File: config.mk
export PLATFORM = sky130hd
export DESIGN_NAME = mc_datapath_gen
export DESIGN_NICKNAME = d
export VERILOG_FILES = /design/src/rtl/mc_datapath_gen.sv
export SDC_FILE = /design/constraint.sdc
export NUM_CORES = 2
export LEC_CHECK = 0
export CAP_MARGIN = 20
export CORE_AREA = 5 5 428 430
export CTS_CLUSTER_SIZE = 8
export DETAILED_ROUTE_END_ITERATION = 7
export DIE_AREA = 0 0 433 435
export PLACE_DENSITY = 0.57
export SYNTH_ARGS = -nofsm -noshare
export SYNTH_HDL_FRONTEND = slang
export SYNTH_SLANG_ARGS = --single-unit
export TNS_END_PERCENT = 30
File: constraint.sdc
create_clock -name clk -period 11.4 [get_ports clk]
set_input_delay 1.71 -clock clk [delete_from_list [all_inputs] [get_ports clk]]
set_output_delay 1.71 -clock clk [all_outputs]
set_load 0.02 [all_outputs]
File: src/rtl/mc_datapath_gen.sv
// Multicycle RV32 datapath with a two-state memory handshake unit.
//
// The controller drives the strobes and selects. This block holds the
// architectural and temporary registers, the register file, the immediate
// generator, the ALU, load extension and store-lane formatting. It talks to
// memory through a req/ready channel that stalls the datapath for the whole
// transaction.
//
// Ports
//   clk, reset          clock; asynchronous active-low reset
//   RegWrite .. MemWrite controller strobes (MemReq starts a memory access)
//   ResultSrc, ALUSrcA, ALUSrcB, ImmSrc, ALUControl   controller selects
//   mem_req/we/addr/wdata/wstrb   request channel, held stable while busy
//   mem_rdata, mem_ready          response channel
//   PC, Result, op, func3, func7b5, Zero   decode/status back to controller
//   Stall        datapath frozen for a memory access
//   MisalignErr  one-cycle pulse for a rejected misaligned access
//
// Memory FSM
//   state  | meaning
//   S_IDLE | no transaction; MemReq with an aligned address issues one
//   S_BUSY | mem_req asserted, request held, waiting for mem_ready
module mc_datapath_gen #(
    parameter int          NREG     = 32,
    parameter logic [31:0] RESET_PC = 32'h0000_0000
) (
    input  logic        clk,
    input  logic        reset,
    input  logic        RegWrite,
    input  logic        IRWrite,
    input  logic        PCWrite,
    input  logic        AdrSrc,
    input  logic        MemReq,
    input  logic        MemWrite,
    input  logic [1:0]  ResultSrc,
    input  logic [1:0]  ALUSrcA,
    input  logic [1:0]  ALUSrcB,
    input  logic [2:0]  ImmSrc,
    input  logic [3:0]  ALUControl,
    output logic        mem_req,
    output logic        mem_we,
    output logic [31:0] mem_addr,
    output logic [31:0] mem_wdata,
    output logic [3:0]  mem_wstrb,
    input  logic [31:0] mem_rdata,
    input  logic        mem_ready,
    output logic [31:0] PC,
    output logic [31:0] Result,
    output logic [6:0]  op,
    output logic [2:0]  func3,
    output logic        func7b5,
    output logic        Zero,
    output logic        Stall,
    output logic        MisalignErr
);

    localparam int AW = $clog2(NREG);

    typedef enum logic {S_IDLE, S_BUSY} state_t;
    state_t state_q, state_d;

    logic [31:0] old_pc, ir, data_q, a_q, wd_q, alu_out, mem_addr_q;
    logic [31:0] mem_wdata_q;
    logic [3:0]  mem_wstrb_q;
    logic        mem_we_q;

    logic [31:0] rf [NREG];
    logic [31:0] rd1, rd2, imm_ext, src_a, src_b, alu_result, load_data, adr;
    logic [31:0] st_data;
    logic [3:0]  st_strb;
    logic [1:0]  acc_size;
    logic        misalign, issue, accept;

    assign op      = ir[6:0];
    assign func3   = ir[14:12];
    assign func7b5 = ir[30];

    function automatic logic in_range(input logic [4:0] idx);
        return (idx != 5'd0) && ({27'd0, idx} < 32'(NREG));
    endfunction

    // Register file: x0 and indices beyond the implemented depth read as zero.
    assign rd1 = in_range(ir[19:15]) ? rf[ir[15+AW-1:15]] : 32'd0;
    assign rd2 = in_range(ir[24:20]) ? rf[ir[20+AW-1:20]] : 32'd0;

    always_ff @(posedge clk) begin
        if (RegWrite && !Stall && in_range(ir[11:7]))
            rf[ir[7+AW-1:7]] <= Result;
    end

    always_comb begin
        imm_ext = 32'd0;
        case (ImmSrc)
            3'd0: imm_ext = {{20{ir[31]}}, ir[31:20]};
            3'd1: imm_ext = {{20{ir[31]}}, ir[31:25], ir[11:7]};
            3'd2: imm_ext = {{19{ir[31]}}, ir[31], ir[7], ir[30:25], ir[11:8], 1'b0};
            3'd3: imm_ext = {{11{ir[31]}}, ir[31], ir[19:12], ir[20], ir[30:21], 1'b0};
            3'd4: imm_ext = {ir[31:12], 12'd0};
            default: imm_ext = 32'd0;
        endcase
    end

    always_comb begin
        src_a = 32'd0;
        case (ALUSrcA)
            2'd0: src_a = PC;
            2'd1: src_a = old_pc;
            2'd2: src_a = a_q;
            default: src_a = 32'd0;
        endcase
        src_b = 32'd0;
        case (ALUSrcB)
            2'd0: src_b = wd_q;
            2'd1: src_b = imm_ext;
            2'd2: src_b = 32'd4;
            default: src_b = 32'd0;
        endcase
    end

    always_comb begin
        alu_result = 32'd0;
        case (ALUControl)
            4'd0: alu_result = src_a + src_b;
            4'd1: alu_result = src_a - src_b;
            4'd2: alu_result = src_a & src_b;
            4'd3: alu_result = src_a | src_b;
            4'd4: alu_result = src_a ^ src_b;
            4'd5: alu_result = {31'd0, $signed(src_a) < $signed(src_b)};
            4'd6: alu_result = {31'd0, src_a < src_b};
            4'd7: alu_result = src_a << src_b[4:0];
            4'd8: alu_result = src_a >> src_b[4:0];
            4'd9: alu_result = $signed(src_a) >>> src_b[4:0];
            default: alu_result = 32'd0;
        endcase
    end

    assign Zero = (alu_result == 32'd0);

    // Load extension uses the address of the transaction that filled Data.
    logic [31:0] ld_shift;
    logic [15:0] ld_half;
    assign ld_shift = data_q >> {mem_addr_q[1:0], 3'b000};
    assign ld_half  = mem_addr_q[1] ? data_q[31:16] : data_q[15:0];

    always_comb begin
        load_data = data_q;
        case (ir[14:12])
            3'b000: load_data = {{24{ld_shift[7]}}, ld_shift[7:0]};
            3'b001: load_data = {{16{ld_half[15]}}, ld_half};
            3'b100: load_data = {24'd0, ld_shift[7:0]};
            3'b101: load_data = {16'd0, ld_half};
            default: load_data = data_q;
        endcase
    end

    always_comb begin
        Result = alu_out;
        case (ResultSrc)
            2'd0: Result = alu_out;
            2'd1: Result = load_data;
            2'd2: Result = alu_result;
            default: Result = imm_ext;
        endcase
    end

    // Instruction fetches (AdrSrc=0) are always full-word; func3[1:0] sizes
    // data accesses, with 2'b11 treated as a word.
    assign adr      = AdrSrc ? Result : PC;
    assign acc_size = AdrSrc ? ir[13:12] : 2'b10;
    assign misalign = ((acc_size == 2'b01) && adr[0]) ||
                      (acc_size[1] && (adr[1:0] != 2'b00));

    always_comb begin
        st_strb = 4'b1111;
        st_data = wd_q;
        case (acc_size)
            2'b00: begin
                st_strb = 4'b0001 << adr[1:0];
                st_data = {4{wd_q[7:0]}};
            end
            2'b01: begin
                st_strb = adr[1] ? 4'b1100 : 4'b0011;
                st_data = {2{wd_q[15:0]}};
            end
            default: begin
                st_strb = 4'b1111;
                st_data = wd_q;
            end
        endcase
    end

    assign issue  = (state_q == S_IDLE) && MemReq && !misalign;
    assign accept = (state_q == S_BUSY) && mem_ready;

    // Gated by reset so an asserted MemReq cannot leak through while in reset.
    assign Stall       = reset && (issue || ((state_q == S_BUSY) && !mem_ready));
    assign MisalignErr = reset && (state_q == S_IDLE) && MemReq && misalign;

    always_comb begin
        state_d = state_q;
        mem_req = 1'b0;
        case (state_q)
            S_IDLE: if (issue) state_d = S_BUSY;
            S_BUSY: begin
                mem_req = 1'b1;
                if (mem_ready) state_d = S_IDLE;
            end
            default: state_d = S_IDLE;
        endcase
    end

    assign mem_addr  = mem_addr_q;
    assign mem_we    = mem_we_q;
    assign mem_wdata = mem_wdata_q;
    assign mem_wstrb = mem_wstrb_q;

    always_ff @(posedge clk or negedge reset) begin
        if (!reset) begin
            state_q     <= S_IDLE;
            PC          <= RESET_PC;
            old_pc      <= 32'd0;
            ir          <= 32'h0000_0013;
            data_q      <= 32'd0;
            a_q         <= 32'd0;
            wd_q        <= 32'd0;
            alu_out     <= 32'd0;
            mem_addr_q  <= 32'd0;
            mem_we_q    <= 1'b0;
            mem_wdata_q <= 32'd0;
            mem_wstrb_q <= 4'd0;
        end else begin
            state_q <= state_d;
            // The request is captured in the issue cycle, which is itself a
            // stall cycle, so it is held for the rest of the transaction.
            if (issue) begin
                mem_addr_q  <= adr;
                mem_we_q    <= MemWrite;
                mem_wdata_q <= st_data;
                mem_wstrb_q <= MemWrite ? st_strb : 4'd0;
            end
            if (!Stall) begin
                if (PCWrite) PC <= Result;
                if (IRWrite && accept) begin
                    old_pc <= PC;
                    ir     <= mem_rdata;
                end
                if (accept && !mem_we_q) data_q <= mem_rdata;
                a_q     <= rd1;
                wd_q    <= rd2;
                alu_out <= alu_result;
            end
        end
    end

endmodule

Yosys cells after proc, flatten, opt, wreduce, memory -nomap -nowiden
Memories as Yosys holds them, arrays and structs flattened.
Index checks and enable logic that the tools add are counted.
{ "totals": {"n_memories": 1, "ramBits": 1024, "register_bits": 294, "out_inout_bits": 148, "word_cells": 106} }
{ "mem_list": {"columns": ["name", "depth", "word_bits", "rd", "rd_ports_with_merged_regs", "wr", "line", "text"], "rows": [
  ["rf", 32, 32, 2, 0, 1, "67", "logic [31:0] rf [NREG];"]
]} }
{ "classes": {"muxes": 21, "eq_ne": 23, "shift": 5, "addsub": 2, "n_reduce_logical": 35, "n_bitwise": 5, "magnitude_cmp": 2} }
{ "ops": {"columns": ["op", "n"], "rows": [
  ["32-bit one-hot mux with 10 select lines", 1],
  ["32-bit one-hot mux with 3 select lines", 3],
  ["32-bit one-hot mux with 5 select lines", 1],
  ["32-bit one-hot mux with 4 select lines", 1],
  ["32-bit two-way mux", 3],
  ["32-bit < comparator", 2],
  ["32-bit one-hot mux with 2 select lines", 1],
  ["32-bit adder", 1],
  ["32-bit bitwise AND", 1],
  ["32-bit logical NOT", 1],
  ["32-bit OR", 1],
  ["32-bit by 5-bit << shifter with 32-bit output", 1],
  ["32-bit by 5-bit right shift with 32-bit output", 1],
  ["32-bit by 5-bit right shift with 8-bit output", 1],
  ["32-bit by 5-bit >>> shifter with 32-bit output", 1],
  ["32-bit subtractor", 1],
  ["32-bit bitwise XOR", 1],
  ["4-bit by 3-bit == test with 1-bit output, second input constant", 4],
  ["16-bit two-way mux", 1],
  ["5-bit nonzero test", 3],
  ["1-bit logical AND", 14],
  ["3-bit == test, second input constant", 3],
  ["2-bit by 1-bit == test with 1-bit output, second input constant", 4],
  ["4-bit by 2-bit == test with 1-bit output, second input constant", 2],
  ["19 further kinds", 40]
]} }

Logic depth before layout (Yosys ltp)
{ "logic_depth": {"depth_word": 19, "mapped_depth": 24, "mapped_depth_nobuf": 18} }

Least setup slack after synthesis
No wires, ideal clock.
{ "synth_path": {"path_kind": "input to output", "startpoint": "in ImmSrc[2]", "endpoint": "out Result[30]", "path_slack_ns": 1.474, "path_buffers": 6, "stages": 21, "arrival_time_ns": 8.216, "t_required_ns": 9.690, "cell_sequence": "or3b_1 buf_2 o31ai_4 buf_4 buf_4 buf_4 buf_2 buf_2 ha_1 inv_1 fa_1 nor2b_1 o31ai_1 a21o_1 a21o_1 a2111oi_0 o211ai_1 or3_1 a31oi_1 a211oi_1 a221oi_1"} }
{ "synth_via": {"elab_chain_len": 6, "word_cells_on_any_way": 17, "classes_between": "add/sub (2); eq/ne (4); shift (3); mux (4); bitwise (3); reduce/logical (1)"} }
{ "synth_lines": {"columns": ["item", "line", "text"], "rows": [
  ["from (decl)", "38", "input logic [2:0] ImmSrc,"],
  ["3-bit == test, or another cell as far along", "93", "case (ImmSrc)"],
  ["32-bit one-hot mux with 5 select lines (*)", "93", null],
  ["32-bit one-hot mux with 3 select lines", "112", "case (ALUSrcB)"],
  ["32-bit subtractor, or another cell as far along", "124", "4'd1: alu_result = src_a - src_b;"],
  ["32-bit one-hot mux with 10 select lines", "122", "case (ALUControl)"],
  ["32-bit one-hot mux with 3 select lines (*)", "158", "case (ResultSrc)"],
  ["to (decl)", "48", "output logic [31:0] Result,"]
]} }
Every way passes the cells marked *; elsewhere a longest branch is shown, timed or not.

Final worst setup path
{ "layout_path": {"startpoint": "in ImmSrc[1]", "endpoint": "out Result[6]"} }
Same word-level chain as after synthesis.

==> metrics.md <==
| Metric | Value |
|---|---|
| CTS root buffer | clkbuf_16 |
| Final period utilization | 0.973 |
| Final Instance Area | 82300 um^2 |
| GPL Wtd Cong | approximately 1.1 |
| Wirelength, routed | about 300 mm |
| Worst Clk Skew | between 0.05 and 0.06 ns |
| Worst slew pin tran | approximately 1.2 ns |
| Drc violations | 0 |
| Clk sinks | ~1.3k |
| Vias in the first global route | approximately 50k |
| Worst setup SP type | input port |
| Chip width | 433 um |
| Synth top area cells | edfxtp_1 (43%), mux4_2 (18%), dfrtp_1 (10%) |
| Worst Path Arrival | 9.38 ns |
| Met3 Track Usage GR | 0.0874 |
| Worst vdd ir | between 0.15 and 0.2 mV |
| Max cap viols | 0 |
| Synth unique cells | 100 |
| Clock power share | 0.210 |
| Vias/cell | ~6.6 |
| Top Ports | ~200 |
| CP endpoint kind | output port |
| CTS tree | yes |
| WS Path Type | input port to output port |
| Placed instance area | slightly below 80000 um^2 |
| Placed cell count | between 7k and 8k |
| Mapped cell area | roughly 71000 um^2 |
| Part of the power in combinational logic | 0.484 |
| Critical path, cell by cell | clkdlybuf4s50_1 -> xnor2_4 -> mux2i_1 -> nand2_2 -> fa_1 -> o21ba_2 -> or4_1 -> nand3_1 -> xnor2_1 -> a21boi_0 -> o22ai_1 -> nor4_1 -> buf_4 -> a21oi_1 -> nor2_1 -> buf_4 -> inv_1 -> clkdlybuf4s50_1 |
| Total Power | 24.3 mW |
| Slew Limit Fails | 0 |
| Share of the synthesized area in the top cell type | 0.433 |
| Fin cells | ~7.8k |
| Total number of vias | between 50k and 60k |
| P_int | around 14 mW |
| CP Max Fanout | 33 |
| Grt ovf | 0 |
| Count leader, synth | edfxtp_1 |
| Drt pass-1 iters | 6 |
| Syn Inst Count | 5023 |
| Setup tns final | 0 ns |
| Synth Flop Type | edfxtp_1 |
| Starting Density | 0.396 |
| Post-CTS resize count | 0 |
| Routed wire per std cell | 39.3 um |
| Yosys reg bits | approximately 1.3k |
| Yosys Warn Count | 0 |
| Met2 usage | 0.491 |
| Global-route wire length before repair | ~420 mm |
| CP max stage delay | 0.95 ns |
| Floorplan core area | around 180000 um^2 |
| Register area share after synthesis | 0.537 |
| Clk_lat worst skew | 0.84 ns |
| Tmin final | roughly 11 ns |
| Net Sw Power | 10.4 mW |
| Syn avg cell area | 14.1 um^2 |
| Fmax achieved | roughly 0.09 GHz |
| Post-synth EDFFs | 1024 |
| Die Y-Extent | around 440 um |
| Final nets | 5437 |
| Core Rows | ~160 |
| Antenna Nets Post-Route | 0 |
| Largest net degree at the start of global routing | 136 |
| Htree depth | 4 |
| Synth cell count leaders | edfxtp_1 (1024), mux4_2 (559), nand2_1 (306), dfrtp_1 (291), mux2i_1 (278) |
| GR peak layer | met2 |
| # port buffers | approximately 200 |
| Power per cell area | slightly below 300 nW/um^2 |
| CTS buffer count | ~180 |
| Area growth, synth to finish | 16.0% |
| Postcts setup bufs | 0 |
| RSZ-0062 raised after global routing | no |
| Initial antenna violation count | 21 |
| Status | finished, final reports clean |
| Hold Crit Class | flop to flop |
| Grt met1 use | 0.395 |
| Final hold violations | 0 |
| DRT iter0 DRCs | around 6.5k |
| Endpoints failing setup | 0 |
| Share of cells above drive strength 1 | 0.253 |
| Leading area contributor after synthesis | edfxtp_1 |
| Tot GR Track Use | 0.320 |
| Clk buf depth | 3 |
| Clock-pin slew on the worst setup and hold paths | about 0.050 ns |
| Switching portion of total power | 0.427 |
| Pleak | 28.7 nW |
| Max-slew headroom | 0.196 |
| Hold_buf cts | 0 |
| DP HPWL | slightly above 200 mm |
| Data required, critical path | approximately 9.7 ns |
| Sequential share of power | 0.306 |
| Crit-path slowest cell | nor4_1 |
| FFs w/ async S/R, synth | 0.223 |
| Die area | ~190000 um^2 |
==> state kept, by name, summed over array words and instances, names as in the netlist <==
name	count
state_q	1
rf	1024
mem_wdata	32
data_q	32
wd_q	32
mem_wstrb	4
mem_we	1
a_q	32
PC	32
old_pc	32
ir	32
mem_addr	32
alu_out	32
==> metal layers <==
layer / wire length (um) / up-vias
met3: 29500 / 847
li1: - / 20700
met5: 120 / -
met1: 111000 / 26800
met2: 139000 / 3093
met4: 25600 / 20
==> cells in the final DEF, fill, tap and decap left out, types with 17 or more instances in the layout <==
cell type           n
nor2_1            258
a21oi_1           267
a211o_1            22
a21o_1             22
dfrtp_1           281
mux2i_1           276
xnor2_1            17
o22ai_1            71
o31ai_1            74
nor3_2             19
nor4_1             19
mux2_2            184
a221oi_1           38
o21ai_0           184
a211oi_1           50
o21a_1             17
ha_1               97
nand2b_1           24
clkbuf_16         185
conb_1             32
edfxtp_1         1024
mux4_2            559
or2_2              17
nor3_1            103
clkdlybuf4s50_1   189
buf_4             238
a22oi_1            19
o221ai_1           41
inv_1             116
o2bb2ai_1          27
buf_12             18
o211ai_1           49
nor2b_1            23
a31oi_1            27
clkbuf_1           78
nand3_1            48
or3_1              20
nand2_1           303
==> cells by family after synthesis <==
family | count (synthesis) | synth area share
flip-flops | 1318 | 0.537
adder cells (fa/ha/maj) | 99 | 0.0177
buffers and inverters | 538 | 0.0310
multiplexers | 1029 | 0.248
other | 1 | 0.0000528
AO/OA/AOI/OAI | 1087 | 0.104
XOR/XNOR | 23 | 0.00310
AND/OR/NAND/NOR | 928 | 0.0597
==> critical path: cells and delay by family <==
kind	cells	cell delay [ns]
xor+xnor	2	0.64
buf+inv	5	2.51
compound gates	4	1.15
simple gates	5	1.97
fa+ha+maj	1	0.48
mux	1	0.89
==> power by group through the flow <==
stage,Sequential (mW),Combinational (mW),Clock [mW]
2_1_floorplan,7.00,6.93,0
3_3_place_gp,7.45,11.5,0
3_5_place_dp,7.47,11.5,0
4_1_cts,7.39,11.5,5.18
5_1_grt,7.45,12.2,5.40
6_report,7.43,11.7,5.11
==> final cells by class <==
type                            instances  area, um^2
Fill cell                           15800       97000
Inverter                              122         465
Tap cell                             2370        2970
Antenna cell                           13        32.5
Timing Repair Buffer                  460        4180
Sequential cell                      1318       38100
Clock inverter                         17         343
Multi-Input combinational cell       3198       31300
Clock buffer                          264        4940
==> metrics by stage <==
step	worst slack (ns)	util	hold WS [ns]
2_1_floorplan	1.47	-	0.440
3_3_place_gp	0.403	0.429	0.456
3_5_place_dp	0.719	0.429	0.458
4_1_cts	0.694	0.458	0.476
5_1_grt	0.137	0.459	0.497
6_report	0.310	0.459	0.474
==> final timing paths <==
check	startpoint	end	slack, ns	cells past startpoint
setup / recovery	ImmSrc[1]	Result[6]	0.31	18
hold / removal	alu_out[0]	alu_out[0]	0.47	2
setup reg to reg	ir[7]	wd_q[16]	3.72	19
hold reg to reg	alu_out[0]	alu_out[0]	0.47	2
max in group asynchronous	reset	ir[21]	7.55	4
min in group asynchronous	reset	mem_wdata[28]	0.84	1
(Power assumes the default switching activity.)
